**src/rtl/spi_master_multi.sv**
```systemverilog
// SPI master for the DAC control path: runtime CPOL/CPHA/bit order/divider,
// multiple chip selects with automatic CS timing and optional CS hold between frames.
module spi_master_multi #(
  parameter int DATA_W = 16,
  parameter int CS_NUM = 2,
  parameter int DIV_W  = 16,
  parameter int CS_W   = (CS_NUM > 1) ? $clog2(CS_NUM) : 1
) (
  input  logic              sys_clk,
  input  logic              rst,
  input  logic              cpol,
  input  logic              cpha,
  input  logic              lsb_first,
  input  logic [DIV_W-1:0]  clk_div,
  input  logic [CS_W-1:0]   cs_sel,
  input  logic              cs_hold,
  input  logic              tx_valid,
  output logic              tx_ready,
  input  logic [DATA_W-1:0] tx_data,
  output logic              rx_valid,
  output logic [DATA_W-1:0] rx_data,
  output logic              busy,
  output logic [CS_NUM-1:0] nCS,
  output logic              DCLK,
  output logic              MOSI,
  input  logic              MISO
);

  localparam int EDGE_W = $clog2(2 * DATA_W + 1);

  typedef enum logic [2:0] {
    ST_IDLE, ST_SWITCH, ST_SETUP, ST_WAIT, ST_HOLD, ST_GAP, ST_DONE
  } state_t;

  state_t              state_q;
  logic [DIV_W-1:0]    cnt_q, div_q;
  logic [EDGE_W-1:0]   edge_q;
  logic                cpha_q, lsb_q, hold_q;
  logic [CS_W-1:0]     sel_q, held_idx_q;
  logic                held_q;
  logic [DATA_W-1:0]   tx_sh_q, rx_sh_q, rx_data_q;
  logic                rx_valid_q, tx_ready_q, dclk_q, mosi_q;
  logic [CS_NUM-1:0]   ncs_q;

  function automatic logic [DATA_W-1:0] bit_rev(input logic [DATA_W-1:0] v);
    for (int i = 0; i < DATA_W; i++) bit_rev[i] = v[DATA_W-1-i];
  endfunction

  // An out-of-range select matches no bit, so the frame runs with every CS high.
  function automatic logic [CS_NUM-1:0] cs_decode(input logic [CS_W-1:0] sel);
    cs_decode = '1;
    for (int i = 0; i < CS_NUM; i++) if (sel == CS_W'(i)) cs_decode[i] = 1'b0;
  endfunction

  // Frames are always shifted MSB-first internally; lsb_first just reverses the word.
  logic [DATA_W-1:0] tx_ord;
  logic              half_done, edge_odd, do_sample, do_shift, last_edge;

  assign tx_ord    = lsb_first ? bit_rev(tx_data) : tx_data;
  assign half_done = (cnt_q == '0);
  assign edge_odd  = ~edge_q[0];
  assign do_sample = edge_odd ^ cpha_q;
  assign do_shift  = cpha_q ? (edge_odd && edge_q >= EDGE_W'(2))
                            : (!edge_odd && edge_q < EDGE_W'(2 * DATA_W - 2));
  assign last_edge = (edge_q == EDGE_W'(2 * DATA_W - 1));

  always_ff @(posedge sys_clk or posedge rst) begin
    // NOTE: the shift registers are reset along with the control state so that
    // an aborted frame leaves nothing behind that could leak into rx_data later.
    if (rst) begin
      state_q    <= ST_IDLE;
      cnt_q      <= '0;
      div_q      <= '0;
      edge_q     <= '0;
      cpha_q     <= 1'b0;
      lsb_q      <= 1'b0;
      hold_q     <= 1'b0;
      sel_q      <= '0;
      held_idx_q <= '0;
      held_q     <= 1'b0;
      tx_sh_q    <= '0;
      rx_sh_q    <= '0;
      rx_data_q  <= '0;
      rx_valid_q <= 1'b0;
      tx_ready_q <= 1'b1;
      dclk_q     <= 1'b0;
      mosi_q     <= 1'b0;
      ncs_q      <= '1;
    end else begin
      // NOTE: non-blocking assignments throughout, so every branch below reads
      // the pre-edge register values regardless of statement order.
      rx_valid_q <= 1'b0;
      case (state_q)
        ST_IDLE: begin
          dclk_q <= cpol;
          if (tx_valid && tx_ready_q) begin
            tx_ready_q <= 1'b0;
            cpha_q     <= cpha;
            lsb_q      <= lsb_first;
            div_q      <= clk_div;
            sel_q      <= cs_sel;
            hold_q     <= cs_hold;
            cnt_q      <= clk_div;
            edge_q     <= '0;
            tx_sh_q    <= tx_ord;
            mosi_q     <= tx_ord[DATA_W-1];
            if (held_q && held_idx_q != cs_sel) begin
              ncs_q   <= '1;
              state_q <= ST_SWITCH;
            end else if (held_q) begin
              state_q <= ST_WAIT;
            end else begin
              ncs_q   <= cs_decode(cs_sel);
              state_q <= ST_SETUP;
            end
          end
        end
        ST_SWITCH: begin
          if (half_done) begin
            cnt_q   <= div_q;
            ncs_q   <= cs_decode(sel_q);
            state_q <= ST_SETUP;
          end else cnt_q <= cnt_q - 1'b1;
        end
        ST_SETUP, ST_WAIT: begin
          if (half_done) begin
            cnt_q  <= div_q;
            dclk_q <= ~dclk_q;
            edge_q <= edge_q + 1'b1;
            if (do_sample) rx_sh_q <= {rx_sh_q[DATA_W-2:0], MISO};
            if (do_shift) begin
              tx_sh_q <= {tx_sh_q[DATA_W-2:0], 1'b0};
              mosi_q  <= tx_sh_q[DATA_W-2];
            end
            state_q <= last_edge ? ST_HOLD : ST_WAIT;
          end else cnt_q <= cnt_q - 1'b1;
        end
        ST_HOLD: begin
          if (half_done) begin
            cnt_q <= div_q;
            if (hold_q) begin
              held_q     <= 1'b1;
              held_idx_q <= sel_q;
              rx_valid_q <= 1'b1;
              rx_data_q  <= lsb_q ? bit_rev(rx_sh_q) : rx_sh_q;
              state_q    <= ST_DONE;
            end else begin
              held_q  <= 1'b0;
              ncs_q   <= '1;
              state_q <= ST_GAP;
            end
          end else cnt_q <= cnt_q - 1'b1;
        end
        ST_GAP: begin
          if (half_done) begin
            rx_valid_q <= 1'b1;
            rx_data_q  <= lsb_q ? bit_rev(rx_sh_q) : rx_sh_q;
            state_q    <= ST_DONE;
          end else cnt_q <= cnt_q - 1'b1;
        end
        ST_DONE: begin
          tx_ready_q <= 1'b1;
          state_q    <= ST_IDLE;
        end
        default: state_q <= ST_IDLE;
      endcase
    end
  end

  assign tx_ready = tx_ready_q;
  assign rx_valid = rx_valid_q;
  assign rx_data  = rx_data_q;
  assign busy     = (state_q != ST_IDLE);
  assign nCS      = ncs_q;
  assign DCLK     = dclk_q;
  assign MOSI     = mosi_q;

endmodule

```
**config.mk**
```make
export PLATFORM = sky130hd
export DESIGN_NAME = spi_master_multi
export DESIGN_NICKNAME = d
export VERILOG_FILES = /design/src/rtl/spi_master_multi.sv
export SDC_FILE = /design/constraint.sdc
export NUM_CORES = 1
export LEC_CHECK = 0
export ABC_AREA = 1
export BUFFER_PORTS_ARGS = -buffer_cell sky130_fd_sc_hd__buf_2
export CAP_MARGIN = 20
export CORE_MARGIN = 3
export CORE_UTILIZATION = 55
export CTS_BUF_LIST = sky130_fd_sc_hd__clkbuf_4 sky130_fd_sc_hd__clkbuf_8
export DETAILED_ROUTE_END_ITERATION = 8
export PLACE_DENSITY = 0.76
export SLEW_MARGIN = 10
export SYNTH_ARGS = -nofsm -noshare
export SYNTH_HDL_FRONTEND = slang
export SYNTH_SLANG_ARGS = --single-unit
export TNS_END_PERCENT = 100
```
**constraint.sdc**
```tcl
create_clock -name sys_clk -period 3 [get_ports sys_clk]
set_clock_uncertainty 0.05 [all_clocks]
set_input_delay 0 -clock sys_clk [delete_from_list [all_inputs] [get_ports sys_clk]]
set_output_delay 0 -clock sys_clk [all_outputs]
set_load 0.05 [all_outputs]
```
==> results of run 1 <==
cell type report:
cell class / instances / area (sq um)
fill: 850 / 3070
sequential: 100 / 2510
tap: 129 / 161
inverter: 79 / 304
multi-input combinational: 568 / 2590
clock inverter: 6 / 91.3
clock buffer: 10 / 131
timing repair buffer: 98 / 647
cells in the mapped netlist, types with 2 or more instances:
master    instances
ha_1              3
nand3_2           2
nor3_1            5
a21oi_1           8
buf_2             7
xor2_1            6
nand3_1          46
dfstp_2           3
nand2_2           8
o21a_1            2
nor2_1           70
nand4_1           9
nor2_4            4
dfrtp_1          97
clkbuf_1         18
o21ai_0         116
nand3b_1          3
nand2_1         268
inv_2             4
buf_6             2
nor2_2            7
inv_1            74
o211ai_1          2
what timing repair did:
action | CTS | global route
setup buffers | 0 | 0
endpoints found under the hold margin | 100 | 0
hold buffers | 26 | 0
cells by family (layout without fill, tap and decap cells):
logic type,after synthesis,after routing,share of synthesized area
and+or+nand+nor,424,424,0.322
AOI/OAI and AO/OA,135,135,0.129
buffers and inverters,108,193,0.0792
DFF,100,100,0.453
xor gates and xnor gates,6,6,0.00950
adders and majority gates,3,3,0.00679
metrics by stage:
| stage | utilization | hold WS, ns | cells |
|---|---|---|---|
| after floorplan | - | 0.0666 | 776 |
| after global placement | 0.625 | 0.152 | 947 |
| after detailed placement | 0.625 | 0.155 | 947 |
| after CTS | 0.676 | 0.0216 | 989 |
| after global routing | 0.677 | 0.0400 | 990 |
| final | 0.677 | 0.0271 | 990 |
registers in the layout, indices dropped and copies added, names as in the netlist:
register and count:
cnt_q 16, div_q 16, rx_data 16, rx_sh_q 16
tx_sh_q 15, edge_q 6, state_q 3, nCS 2
DCLK 1, MOSI 1, cpha_q 1, held_idx_q 1
held_q 1, hold_q 1, lsb_q 1, rx_valid 1
sel_q 1, tx_ready 1
per-layer routing:
layer	global-route usage	vias up	routed length, um
li1	-	2619	-
met5	0	-	0
met3	0.0443	20	499
met1	0.326	2376	5930
met4	0.0592	0	195
met2	0.381	127	5980
critical path, delay by kind of cell (launching register included):
kind            cells  cell delay (ns)
buf+inv             2             0.92
simple gates        3             0.55
flops               1             0.52
compound gates      1             0.08
power groups by stage:
stage | sequential (mW) | combinational (mW) | clock [mW]
after global routing | 1.35 | 0.123 | 1.04
after detailed placement | 1.37 | 0.0840 | 0
after global placement | 1.37 | 0.0824 | 0
after CTS | 1.35 | 0.109 | 0.986
after floorplan | 1.37 | 0.0394 | 0
final | 1.35 | 0.107 | 0.961
worst min path at each step:
stage                           from                      to  slack [ns]
after CTS                 tx_data[9]  tx_sh_q[6]$_DFFE_PP0P_        0.02
after global placement          cpha      cpha_q$_DFFE_PP0P_        0.15
after global routing      tx_data[9]  tx_sh_q[6]$_DFFE_PP0P_        0.04
after floorplan           clk_div[0]    div_q[0]$_DFFE_PP0P_        0.07
after detailed placement        cpha      cpha_q$_DFFE_PP0P_        0.16
final                     tx_data[9]  tx_sh_q[6]$_DFFE_PP0P_        0.03
==> impl_metrics.yaml, run 1 <==
outcome:
  status: "completed"
routing:
  wirelength_um: 12600
  drcViolationCount: 0
  detail-route-antenna-nets: 0
  drt_first_pass_iters: 5
  wl_per_cell_um: 12.7
  vias: 5142
  post_drt_via_cell_ratio: 5.19
  drt_iter0_drc: 378
logic_synthesis:
  synth_edf_count: 0
  ys_seq_area_frac: 0.453
  syn_nets: 820
  syn_area_per_cell_sq_um: 7.13
  ys_ff_latch: 100
  synth_top_area_frac: 0.439
  synthTopCellsByArea: "dfrtp_1 (44%), nand2_1 (18%), o21ai_0 (11%)"
  ys.warnings.count: 0
  yosys.area.top_type: "dfrtp_1"
  synth_cell_types: 35
  ys.flop_type: "dfrtp_1"
  ys_async_sr_fraction: 1.00
  syn_area_sq_um: 5530
  postSynthCellCount: 776
cts:
  cts_root_buffer: "clkbuf_8"
  cts.reportedPaths.clkPinSlew_ns: 0.09
  numCtsBuffers: 9
  htree_levels: 3
  cts_tree: "yes"
  clock_latency_ns: 0.38
  clockBufferDepth: 2
  cts_sinks: 100
  cts_resized: 0
power_and_ir_drop:
  switching_share: 0.220
  p_int_mw: 1.88
  leakage_nw: 3.34
  finalPower_mw: 2.41
  power-per-cell-area_nw_per_um2: 375
  seq_power_share: 0.558
  combPwrFrac: 0.044
  power_switching_mw: 0.532
  irDropWorstVdd_uv: 349
  power_frac_clock: 0.398
critical_path:
  endpoint: "tx_sh_q[0]$_DFFE_PP0P_"
  end_kind: "flop"
  crit_chain: "nor2_2 > buf_4 > a21oi_1 > dlygate4sd3_1 > nand3_1 > nand2_1"
  r2r_cells: 6
  worst_setup_path_start_kind: "flop"
  worstSetupPathType: "flop to flop"
  cpMaxStageDelayCell: "dlygate4sd3_1"
  r2r_slack_ns: 0.77
  arrival_ns: 2.44
  r2r-end: "tx_sh_q[0]$_DFFE_PP0P_"
  worstSetupStartpoint: "state_q[2]$_DFFE_PP0P_"
  slowest_delay_ns: 0.57
  path_max_fanout: 30
  crit_required_ns: 3.21
  worstReg2RegStart: "state_q[2]$_DFFE_PP0P_"
timing:
  slew_violations: 0
  worst_slack_ns: 0.772
  maxSlewHeadroom: 0.464
  finalHoldViolCount: 0
  setup_tns_ns: 0
  fin_crit_sh: 0.743
  worst_pin_slew_ns: 0.805
  fmax_ghz: 0.449
  min_period_ns: 2.23
  setup_violations: 0
  rsz0062_at_grt: "false"
floorplan:
  die_w_um: 106
  core_area_sq_um: 9500
  initial_utilization: 0.582
  die_h_um: 106
  num_rows: 35
  die_area_sq_um: 11300
  io-pin-count: 64
placement:
  dpl_cell_area_sq_um: 5940
  dpl_worst_slack_ns: 0.875
  io_buffer_count: 63
  hpwlAfterDp_um: 8920
  place_congestion: 0.947
global_route:
  antenna_found_initial: 0
  grt_max_degree: 68
  grt_pass1_wl_um: 21700
  grt_pass1_vias: 4713
  grt_overflow: 0
  grt_use_total: 0.235
finish:
  fin_nets: 900
  layout_commonest_cell: "nand2_1"
  syn2layout_area_growth_pct: 16.4
  drive_above_1_share: 0.144
  layout_common_cells: "nand2_1 (268), o21ai_0 (116), dfrtp_1 (97), inv_1 (73), nor2_1 (69)"
  num_antenna_cells: 0
  stdcell_area_sq_um: 6430
hold_path:
  hp-class: "input port to flop"
  worstHoldPathCells: 5
flow_run:
  drv_cap: 0
Note: power is estimated with default switching activity, not from simulation.
==> run 2: changes to the inputs <==
==> constraint.sdc (replaced) <==
create_clock -name sys_clk -period 2.2 [get_ports sys_clk]
set_clock_uncertainty 0.05 [all_clocks]
set_input_delay 0 -clock sys_clk [delete_from_list [all_inputs] [get_ports sys_clk]]
set_output_delay 0 -clock sys_clk [all_outputs]
set_load 0.05 [all_outputs]
==> impl_metrics.yaml, run 2 (same netlist as run 1, synthesis figures left out) <==
power_and_ir_drop:
  leakage_nw: 3.35
  power-per-cell-area_nw_per_um2: 483
  irDropWorstVdd_uv: 397
critical_path:
  worst_setup_path_start_kind: "flop"
  end_kind: "flop"
  arrival_ns: 2.24
  path_max_fanout: 8
  worstSetupPathType: "flop to flop"
  crit_required_ns: 2.43
cts:
  cts_root_buffer: "clkbuf_8"
  cts_sinks: 100
  clockBufferDepth: 2
  clock_latency_ns: 0.38
  numCtsBuffers: 9
  htree_levels: 3
  cts.reportedPaths.clkPinSlew_ns: 0.10
  cts_tree: "yes"
floorplan:
  num_rows: 35
  io-pin-count: 64
  die_area_sq_um: 11300
  die_h_um: 106
  die_w_um: 106
  core_area_sq_um: 9500
  initial_utilization: 0.582
routing:
  drt_first_pass_iters: 5
  vias: 5086
  wirelength_um: 12400
  detail-route-antenna-nets: 0
  post_drt_via_cell_ratio: 5.12
  wl_per_cell_um: 12.5
  drt_iter0_drc: 308
  drcViolationCount: 0
timing:
  min_period_ns: 2.01
  worst_slack_ns: 0.187
  finalHoldViolCount: 0
  maxSlewHeadroom: 0.455
  slew_violations: 0
  setup_violations: 0
  setup_tns_ns: 0
  fin_crit_sh: 0.915
  worst_pin_slew_ns: 0.816
  fmax_ghz: 0.497
hold_path:
  hp-class: "input port to flop"
global_route:
  grt_overflow: 0
  grt_use_total: 0.235
  grt_max_degree: 38
  antenna_found_initial: 0
  grt_pass1_vias: 4694
  grt_pass1_wl_um: 21800
finish:
  syn2layout_area_growth_pct: 17.0
  num_antenna_cells: 0
  multi_input_area_sq_um: 2610
  fin_nets: 904
  layout_common_cells: "nand2_1 (268), o21ai_0 (116), dfrtp_1 (97), inv_1 (73), nor2_1 (68)"
  drive_above_1_share: 0.150
  layout_commonest_cell: "nand2_1"
  num-fill-cells: 870
  seqCellArea_sq_um: 2510
  stdcell_count: 994
placement:
  placedCellCount: 952
  dpl_worst_slack_ns: 0.139
  place_congestion: 0.915
  io_buffer_count: 63
  hpwlAfterDp_um: 8860
flow_run:
  drv_cap: 0
outcome:
  status: "completed"
[run 2: area by class of cell]
type / instances / area share
Multi-Input combinational cell: 568 / 0.403
Sequential cell: 100 / 0.387
Timing Repair Buffer: 102 / 0.109
Inverter: 79 / 0.0472
Tap cell: 129 / 0.0250
Clock buffer: 10 / 0.0203
Clock inverter: 6 / 0.00851
[run 2: routing by layer]
layer | global-route usage | up-vias | routed length, um
met5 | 0 | - | 0
met3 | 0.0425 | 27 | 537
met4 | 0.0759 | 0 | 248
met1 | 0.328 | 2296 | 5820
met2 | 0.374 | 131 | 5820
li1 | - | 2632 | -
[run 2: power breakdown]
group / total, mW / internal, mW / switching, mW
registers: 1.84 / 1.84 / 0
clock network: 1.14 / 0.446 / 0.693
logic: 0.150 / 0.0705 / 0.0797
total: 3.13 / 2.35 / 0.772
[run 2: path summary, 6_finish.rpt]
| path | startpoint | to | slack [ns] | depth (start not counted) |
|---|---|---|---|---|
| setup reg to reg | cnt_q[0]$_DFFE_PP0P_ | state_q[0]$_DFFE_PP0P_ | 0.19 | 12 |
| max in group asynchronous | rst | rx_data[7]$_DFFE_PP0P_ | 1.21 | 4 |
| setup / recovery | cnt_q[0]$_DFFE_PP0P_ | state_q[0]$_DFFE_PP0P_ | 0.19 | 12 |
| hold / removal | tx_data[1] | tx_sh_q[1]$_DFFE_PP0P_ | 0.02 | 5 |
| min in group asynchronous | rst | edge_q[4]$_DFFE_PP0P_ | 0.25 | 3 |
| hold reg to reg | nCS[1]$_DFFE_PP1P_ | nCS[1]$_DFFE_PP1P_ | 0.43 | 2 |
[run 2: timing repair]
item	CTS	global route
endpoints found under the setup margin	0	25
hold endpoints to repair	70	0
hold buffers	25	0
buffers inserted	0	1
gates resized for setup	0	5
[run 2: metrics by stage]
step                       util  power, mW  hold WS (ns)  instance area (sq um)
after floorplan               -       1.93        0.0666                   5530
after global placement    0.632       1.99         0.141                   6000
after detailed placement  0.632       1.99         0.143                   6000
after CTS                 0.678       3.17      0.000633                   6440
after global routing      0.681       3.27        0.0400                   6470
final                     0.681       3.13        0.0150                   6470
[run 2: worst max-delay path, cell delays in order (launching register included)]
cell and delay [ns]:
dfrtp_1 0.39, inv_1 0.15, ha_1 0.22, nand3_1 0.13, nor2_4 0.19, nand2_4 0.11, clkinv_4 0.09, nor2_4 0.05
a21oi_4 0.21, buf_4 0.17, nand2_1 0.05, nand2_1 0.07, nand2_1 0.05
